[config.mk]
export PLATFORM = sky130hd
export DESIGN_NAME = int_flag_ctrl
export DESIGN_NICKNAME = d
export VERILOG_FILES = /design/src/rtl/int_flag_ctrl.sv
export SDC_FILE = /design/constraint.sdc
export NUM_CORES = 1
export LEC_CHECK = 0
export BUFFER_PORTS_ARGS = -buffer_cell sky130_fd_sc_hd__buf_4
export CORE_MARGIN = 4
export CORE_UTILIZATION = 50
export CTS_CLUSTER_SIZE = 24
export DETAILED_ROUTE_END_ITERATION = 6
export PLACE_DENSITY = 0.93
export SKIP_CTS_REPAIR_TIMING = 1
export SLEW_MARGIN = 20
export SYNTH_ARGS = -nofsm -noshare
export SYNTH_HDL_FRONTEND = slang
export SYNTH_SLANG_ARGS = --single-unit
[constraint.sdc]
create_clock -name clkg -period 2.7 [get_ports clkg]
set_input_delay 0 -clock clkg [delete_from_list [all_inputs] [get_ports clkg]]
set_output_delay 0 -clock clkg [all_outputs]
set_load 0.02 [all_outputs]
[src/rtl/int_flag_ctrl.sv]
// Interrupt controller feeding the C/Z flag register: edge-detects and prioritises IRQs,
// takes them at instruction boundaries, and replays the saved flags on RETI.
module int_flag_ctrl #(
    parameter int              N_IRQ      = 4,
    parameter int              PC_W       = 8,
    parameter logic [PC_W-1:0] VEC_BASE   = 'h10,
    parameter int              VEC_STRIDE = 4
) (
    input  logic             clkg,
    input  logic             rst,
    input  logic [N_IRQ-1:0] irq_i,
    input  logic             mask_we_i,
    input  logic [N_IRQ-1:0] mask_d_i,
    input  logic             ie_i,
    input  logic             boundary_i,
    input  logic [PC_W-1:0]  pc_i,
    input  logic             c_i,
    input  logic             z_i,
    input  logic             reti_i,
    output logic             int_take_o,
    output logic [PC_W-1:0]  vector_o,
    output logic             in_isr_o,
    output logic             ret_valid_o,
    output logic [PC_W-1:0]  ret_pc_o,
    output logic             iwe_o,
    output logic             intc_o,
    output logic             intz_o,
    output logic [N_IRQ-1:0] pending_o
);
    localparam int ID_W = (N_IRQ > 1) ? $clog2(N_IRQ) : 1;

    typedef enum logic [1:0] {IDLE, TAKE, ISR, RESTORE} state_t;

    state_t           state_q, state_d;
    logic [N_IRQ-1:0] irq_q, irq_d;
    logic [N_IRQ-1:0] pending_q, pending_d;
    logic [N_IRQ-1:0] mask_q, mask_d;
    logic [ID_W-1:0]  id_q, id_d;
    logic [PC_W-1:0]  ret_pc_q, ret_pc_d;
    logic             sc_q, sc_d;
    logic             sz_q, sz_d;

    logic [N_IRQ-1:0] edge_det;
    logic [N_IRQ-1:0] eligible;
    logic [N_IRQ-1:0] clr_mask;
    logic [ID_W-1:0]  sel_id;
    logic             take_now;

    assign edge_det = irq_i & ~irq_q;
    assign eligible = pending_q & mask_q;
    assign take_now = (state_q == IDLE) && boundary_i && ie_i && (|eligible);

    // Scan from the top down so the last hit, i.e. the lowest index, wins.
    always_comb begin
        sel_id = '0;
        for (int i = N_IRQ - 1; i >= 0; i--) begin
            if (eligible[i]) begin
                sel_id = ID_W'(i);
            end
        end
    end

    always_comb begin
        state_d  = state_q;
        id_d     = id_q;
        ret_pc_d = ret_pc_q;
        sc_d     = sc_q;
        sz_d     = sz_q;
        clr_mask = '0;
        irq_d    = irq_i;
        mask_d   = mask_we_i ? mask_d_i : mask_q;
        case (state_q)
            IDLE: begin
                if (take_now) begin
                    state_d  = TAKE;
                    id_d     = sel_id;
                    ret_pc_d = pc_i;
                    sc_d     = c_i;
                    sz_d     = z_i;
                    clr_mask = N_IRQ'(1) << sel_id;
                end
            end
            TAKE:    state_d = ISR;
            ISR:     if (reti_i) state_d = RESTORE;
            RESTORE: state_d = IDLE;
            default: state_d = IDLE;
        endcase
        // A fresh edge on the bit being cleared re-pends it.
        pending_d = (pending_q & ~clr_mask) | edge_det;
    end

    always_ff @(posedge clkg or posedge rst) begin
        if (rst) begin
            state_q   <= IDLE;
            irq_q     <= '0;
            pending_q <= '0;
            mask_q    <= '0;
            id_q      <= '0;
            ret_pc_q  <= '0;
            sc_q      <= 1'b0;
            sz_q      <= 1'b0;
        end else begin
            state_q   <= state_d;
            irq_q     <= irq_d;
            pending_q <= pending_d;
            mask_q    <= mask_d;
            id_q      <= id_d;
            ret_pc_q  <= ret_pc_d;
            sc_q      <= sc_d;
            sz_q      <= sz_d;
        end
    end

    assign int_take_o  = (state_q == TAKE);
    assign vector_o    = VEC_BASE + PC_W'(id_q) * PC_W'(VEC_STRIDE);
    assign in_isr_o    = (state_q != IDLE);
    assign ret_valid_o = (state_q == RESTORE);
    assign iwe_o       = (state_q == RESTORE);
    assign ret_pc_o    = ret_pc_q;
    assign intc_o      = sc_q;
    assign intz_o      = sz_q;
    assign pending_o   = pending_q;

endmodule

Word-level counts from Yosys, hierarchy flattened
Index checks and enable logic that the tools add are counted.
- register bits after elaboration: 26
- input port bits: 24
- output and inout bits: 26
- logic and storage cells: 38
- add/sub/neg operators: 1
- equality and inequality tests: 5
- shift-type cells: 1
- mux-type cells: 9
- bitwise logic cells: 6
- reduce and logical (&&, ||, !) cells: 8
- operator list (operator ; count):
    4-bit AND ; 3
    2-bit two-way mux ; 6
    4-bit two-way mux ; 2
    4-bit inverter ; 2
    2-bit case mux with 4 select lines ; 1
    5-bit by 4-bit adder with 6-bit output, first input constant ; 1
    2-bit equality test, second input constant ; 2
    2-bit != test, second input constant ; 2
    4-bit OR ; 1
    2-bit AND reduction ; 2
    4-bit OR reduction ; 1
    1-bit by 2-bit left shift with 4-bit output, first input constant ; 1
    1-bit logical AND ; 3
    2-bit by 1-bit equality test with 1-bit output, second input constant ; 1
    2-bit logical NOT ; 1
    2-bit nonzero test ; 1

Logic depth before layout (Yosys ltp)
Gate-level depths: netlist of the first run.
- depth in word-level cells: 11
- gate-level depth with buffers: 7
- depth with buffers taken out: 6

Worst setup path before layout of the first run
OpenSTA, ideal clock, no wires.
- kind: flip-flop to flip-flop
- start: register state_q[0]
- end: register state_q[1]
- setup time: 0.125 ns
- arrival: 1.516 ns
- data required time: 2.575 ns
- setup slack: 1.059 ns
- cell stages (with the launch flop): 7
- path buffers: 0
- path through: dfrtp_1 > inv_1 > ha_1 > and3_2 > o21ai_4 > a21oi_2 > mux2_4
- cells in the longest elaborated chain, start to end: 6
- RTL lines (what ; RTL line ; RTL):
    from (decl) ; 34 ; state_t state_q, state_d;
    from (signal assigned) ; 103 ; state_q <= state_d;
    2-bit logical NOT ; 51, 72 ;
    1-bit logical AND (3 in a row) ; 51 ; assign take_now = (state_q == IDLE) && boundary_i && ie_i && (|eligible);
    2-bit != test (no line) ; -- ;
    2-bit AND reduction (no line) ; -- ;
Parallel ways exist; a longest one is shown, timed or not.
A chain may end at the register's enable or synchronous reset.

Final worst setup path of the first run
Ends and elaborated chain as after synthesis.

==> metrics.txt, run 1 <==
Post-Route Skew=roughly 2.6 ps; final setup fails=0; Max Slew Vio Count=0; share of power burned in registers=0.391; CP Max Fanout=16; placed wire-length estimate=slightly below 2000 um; Die Ht=between 50 and 60 um; routability cong.=0.771; antenna violations before repair=0; gr usage total=0.163; Clock Power Share=0.110; vias in the first global route=slightly above 900; Yosys reg bits=26; share of layout cells above drive strength 1=0.405; drt pass-1 iters=5; Worst Max-Slew Pin Slew=between 900 and 1000 ps; Required @ worst endpoint=slightly below 3000 ps; post-synth design cell area=1190 um^2; total grt overflow=0; Non-Filler Instances=186; outcome=complete, no violations; Synth cell types=24; worst IR drop on VDD=0.000712 V; first-pass GRT wire length=just over 4000 um; worst hold path type=in2reg; Final min period=slightly below 2000 ps; setup_tns=0 ps; Worst R2R Path Depth=6; Routed WL=about 3300 um; Comb pwr share=0.499; CTS root buf=clkbuf_4; H-tree depth=1; Bufs on Longest Clock Path=2; Lkg Pwr=0.873 nW; core area=2230 um^2; PwrDens=875 nW/um^2; critical path launch point type=flop; period utilisation layout=0.722; # diodes=0; Sw Pwr=588 uW; Register Area=between 600 and 700 um^2; Layout Nets=roughly 190; Fill cells=between 100 and 150; num ports=50; largest net degree at the start of global routing=27; max_cap viols=0; DIE AREA=3220 um^2; Critical Path Start=state_q[0]; TritonCTS clock tree=done; DR vias=between 900 and 1k; Worst-Skew Late Latency=330 ps; hold wc startpoint=ie_i; die width=~57 um; sequential share of the synthesized area=0.547; WHS Path Cells=3; Synth warnings=0; Placed Area=1500 um^2; RSZ-0062 raised after global routing=false; P_int=943 uW; Slew Limit Headroom=0.365; syn_area_per_cell=around 13 um^2; Hold WS=58.9 ps; Worst R2R Start=state_q[0]; Post-Syn Instances=93; Multi-input gate area=about 460 um^2; switching share of total power=0.384; Starting Density=0.532; Hold Fails Final Rpt=0; WS Path Type=reg2reg; Detail Route Antenna Nets=0; worst path arrival time=around 2200 ps; design area=roughly 1800 um^2; Post-route DRC=0; fmax=around 500 MHz; DR WL/cell=17.5 um; Detailed Route Iter0 Violations=11; site row count=17; Inserted Clock Buffers=3; CTS clock-pin slew for the worst setup and hold paths=130 ps; Area Growth Syn to Fin=47.3%; commonest non-fill, non-tap cell in the layout=buf_4; crit path capture type=flop; clock sinks=26; vias per cell=about 5.3; placed cells=160; commonest non-fill, non-tap cells in the layout=43 x buf_4, 26 x dfrtp_1, 23 x dlygate4sd3_1; Port Buffers=43
-- cells by family (layout without fill, tap and decap cells) --
kind of cell | Yosys count | after routing | synth area share
flops | 26 | 26 | 0.547
buf+inv | 16 | 77 | 0.0789
compound gates | 15 | 15 | 0.0969
mux | 15 | 15 | 0.161
simple gates | 14 | 14 | 0.0568
fa+ha+maj | 5 | 5 | 0.0526
other cells | 2 | 6 | 0.00632
-- layer usage --
layer,vias up,GRT usage,part of all wire
met1,495,0.183,0.35
met5,-,0,0
li1,431,-,-
met2,51,0.304,0.54
met3,12,0.0391,0.066
met4,0,0.0464,0.035
-- stage by stage --
stage / utilization / worst slack (ps) / power (mW)
2_1_floorplan: - / 1060 / 1.05
3_3_place_gp: 0.671 / 913 / 1.28
3_5_place_dp: 0.671 / 773 / 1.33
4_1_cts: 0.681 / 758 / 1.48
5_1_grt: 0.784 / 652 / 1.61
6_report: 0.784 / 751 / 1.53
-- power groups by stage --
stage	clock [mW]	sequential, mW	combinational [mW]
2_1_floorplan	0	0.695	0.357
3_3_place_gp	0	0.586	0.696
3_5_place_dp	0	0.597	0.728
4_1_cts	0.164	0.589	0.730
5_1_grt	0.186	0.614	0.813
6_report	0.168	0.599	0.764
-- worst max-delay path, stage by stage, from the launching register on --
cell,delay (ps)
dfrtp_1,440
inv_1,120
ha_1,290
and3_2,270
o21ai_4,170
a21oi_2,240
mux2_4,310
-- worst paths after layout --
check / slack, ps / endpoint
setup / recovery: 750 / state_q[1]
setup reg to reg: 750 / state_q[1]
max in group asynchronous: 1680 / state_q[0]
hold reg to reg: 440 / pending_o[2]
hold / removal: 60 / id_q[1]
min in group asynchronous: 450 / ret_pc_o[2]
-- final cells by class --
class,count,area share
clock buffers,3,0.0129
inverters,8,0.0172
well taps,28,0.0200
flip-flops and latches,26,0.372
multi-input cells,55,0.262
repair buffers,66,0.316
-- state kept, by name, summed over array words and instances, names as in the netlist --
register	count
ret_pc_o	8
irq_q	4
mask_q	4
pending_o	4
id_q	2
state_q	2
intc_o	1
intz_o	1
-- cells in the mapped netlist --
cell type / instances / area share
a22o_1: 2 / 0.015
nor2b_1: 1 / 0.0053
and3_2: 1 / 0.0063
mux2_2: 9 / 0.085
mux2_4: 6 / 0.076
o21ai_1: 1 / 0.0042
a31oi_1: 1 / 0.0053
buf_6: 1 / 0.0095
nand2b_1: 1 / 0.0053
ha_1: 5 / 0.053
nand3_1: 1 / 0.0042
o21ai_4: 1 / 0.014
o21ai_0: 4 / 0.017
buf_4: 7 / 0.044
conb_1: 2 / 0.0063
a21oi_2: 1 / 0.0074
inv_1: 8 / 0.025
o31ai_1: 2 / 0.013
nor2_1: 1 / 0.0032
o41ai_1: 2 / 0.015
nand2_1: 7 / 0.022
dfrtp_1: 26 / 0.55
a2bb2oi_1: 1 / 0.0074
and2_1: 2 / 0.011
Note: power is estimated with default switching activity, not from simulation.
==> inputs of run 2 (changes only) <==
--- a/config.mk
+++ b/config.mk
@@ -7,10 +7,10 @@
 export LEC_CHECK = 0
 export BUFFER_PORTS_ARGS = -buffer_cell sky130_fd_sc_hd__buf_4
 export CORE_MARGIN = 4
-export CORE_UTILIZATION = 50
+export CORE_UTILIZATION = 46
 export CTS_CLUSTER_SIZE = 24
 export DETAILED_ROUTE_END_ITERATION = 6
-export PLACE_DENSITY = 0.93
+export PLACE_DENSITY = 0.87
 export SKIP_CTS_REPAIR_TIMING = 1
 export SLEW_MARGIN = 20
 export SYNTH_ARGS = -nofsm -noshare
==> constraint.sdc (replaced) <==
create_clock -name clkg -period 1.9 [get_ports clkg]
set_input_delay 0 -clock clkg [delete_from_list [all_inputs] [get_ports clkg]]
set_output_delay 0 -clock clkg [all_outputs]
set_load 0.02 [all_outputs]
==> metrics.txt, run 2 (synthesized netlist as in run 1, its figures left out) <==
Hold Fails Final Rpt=0 (unchanged); Sw Pwr=802 uW (was 588 uW); crit path capture type=flop (unchanged); placed wire-length estimate=1860 um (was 1980 um); Port Buffers=43 (unchanged); Detail Route Antenna Nets=0 (unchanged); worst path arrival time=1980 ps (was 2180 ps); largest net degree at the start of global routing=27 (unchanged); P_int=1.39 mW (was 943 uW); die width=58.8 um (was 56.8 um); core area=2480 um^2 (was 2230 um^2); DIE AREA=3460 um^2 (was 3220 um^2); Die Ht=58.8 um (was 56.8 um); PwrDens=1240 nW/um^2 (was 875 nW/um^2); switching share of total power=0.365 (was 0.384); Worst Max-Slew Pin Slew=966 ps (was 951 ps); first-pass GRT wire length=3660 um (was 4130 um); CP Max Fanout=16 (unchanged); commonest non-fill, non-tap cells in the layout=44 x buf_4, 26 x dfrtp_1, 23 x dlygate4sd3_1 (was 43 x buf_4, 26 x dfrtp_1, 23 x dlygate4sd3_1); Layout Nets=190 (was 189); Lkg Pwr=0.885 nW (was 0.873 nW); total grt overflow=0 (unchanged); utilization after layout=0.716 (was 0.784); Comb pwr share=0.493 (was 0.499); Clock Power Share=0.127 (was 0.110); Starting Density=0.480 (was 0.532); num ports=50 (unchanged); Max Slew Vio Count=0 (unchanged); CTS root buf=clkbuf_4 (unchanged); setup_tns=0 ps (unchanged); antenna violations before repair=0 (unchanged); TritonCTS clock tree=done (unchanged); Post-Route Skew=6.61 ps (was 2.63 ps); Area Growth Syn to Fin=49.3% (was 47.3%); vias per cell=4.93 (was 5.32); H-tree depth=1 (unchanged); outcome=complete, no violations (unchanged); share of layout cells above drive strength 1=0.413 (was 0.405); RSZ-0062 raised after global routing=false (unchanged); site row count=18 (was 17); fmax=565 MHz (was 513 MHz); Worst-Skew Late Latency=320 ps (was 330 ps); worst IR drop on VDD=0.000832 V (was 0.000712 V); drt pass-1 iters=4 (was 5); clock sinks=26 (unchanged); Detailed Route Iter0 Violations=34 (was 11); share of power burned in registers=0.381 (was 0.391); CTS clock-pin slew for the worst setup and hold paths=130 ps (about the same); Inserted Clock Buffers=3 (unchanged); gr usage total=0.140 (was 0.163); routability cong.=0.760 (was 0.771); Final min period=1770 ps (was 1950 ps); # diodes=0 (unchanged); vias in the first global route=804 (was 928); Routed WL=2850 um (was 3250 um); max FFs per register=8 (unchanged); Post-route DRC=0 (unchanged); DR WL/cell=15.0 um (was 17.5 um); Required @ worst endpoint=2110 ps (was 2940 ps); Bufs on Longest Clock Path=2 (unchanged); max_cap viols=0 (unchanged); Slew Limit Headroom=0.356 (was 0.365); period utilisation layout=0.932 (was 0.722); final setup fails=0 (unchanged); critical path launch point type=flop (unchanged); worst hold path type=in2reg (unchanged); WS Path Type=reg2reg (unchanged); DR vias=936 (was 989); commonest non-fill, non-tap cell in the layout=buf_4 (unchanged)
==> run 2: cell types whose count changed in the layout (fill, tap and decap cells not counted), sizes merged <==
| cell | change |
|---|---|
| buf | +1 |
| clkbuf | +1 |
==> run 2: critical path, cell delays in order, from the launching register on <==
cell     delay, ps
dfrtp_1        440
a22o_1         300
o21ai_4        480
a21oi_2        140
mux2_4         310
==> run 2: power groups by stage <==
stage,combinational (mW),clock (mW),sequential (mW)
3_3_place_gp,1.01,0,0.829
4_1_cts,1.04,0.281,0.832
3_5_place_dp,1.04,0,0.844
6_report,1.08,0.278,0.836
5_1_grt,1.15,0.306,0.858
2_1_floorplan,0.508,0,0.988
==> run 2: metal layers <==
metal / vias to the layer above / GRT usage / share of wire
met5: - / 0 / 0
met4: 0 / 0.0388 / 0.021
met3: 6 / 0.0439 / 0.079
met2: 43 / 0.230 / 0.53
met1: 451 / 0.177 / 0.37
li1: 436 / - / -
==> run 2: metrics by stage <==
stage / instances / total power, mW / hold WS (ps) / worst slack (ps) / instance area [um^2]
detailed placement: 163 / 1.88 / 119 / 152 / 1510
global placement: 163 / 1.84 / 119 / 225 / 1510
finish: 190 / 2.19 / 58.2 / 130 / 1770
CTS: 167 / 2.16 / -219 / 131 / 1540
global route: 190 / 2.32 / 70.9 / 47.5 / 1770
floorplan: 97 / 1.50 / 31.4 / 259 / 1200
==> run 2: path summary, 6_finish.rpt <==
check / cells after the start / startpoint / slack [ps] / end
worst max-delay path: 4 / pending_o[1] / 130 / state_q[1]
worst min-delay path: 3 / ie_i / 60 / id_q[1]
worst max register to register: 4 / pending_o[1] / 130 / state_q[1]
worst min register to register: 1 / irq_q[0] / 430 / pending_o[0]
max in group asynchronous: 3 / rst / 840 / pending_o[1]
min in group asynchronous: 3 / rst / 470 / ret_pc_o[0]
==> run 2: final cells by class <==
type / instances / area [um^2]
clock buffer: 4 / 36.3
fill: 174 / 703
inverter: 8 / 30.0
multi-input combinational: 55 / 459
sequential: 26 / 651
tap: 30 / 37.5
timing repair buffer: 67 / 561
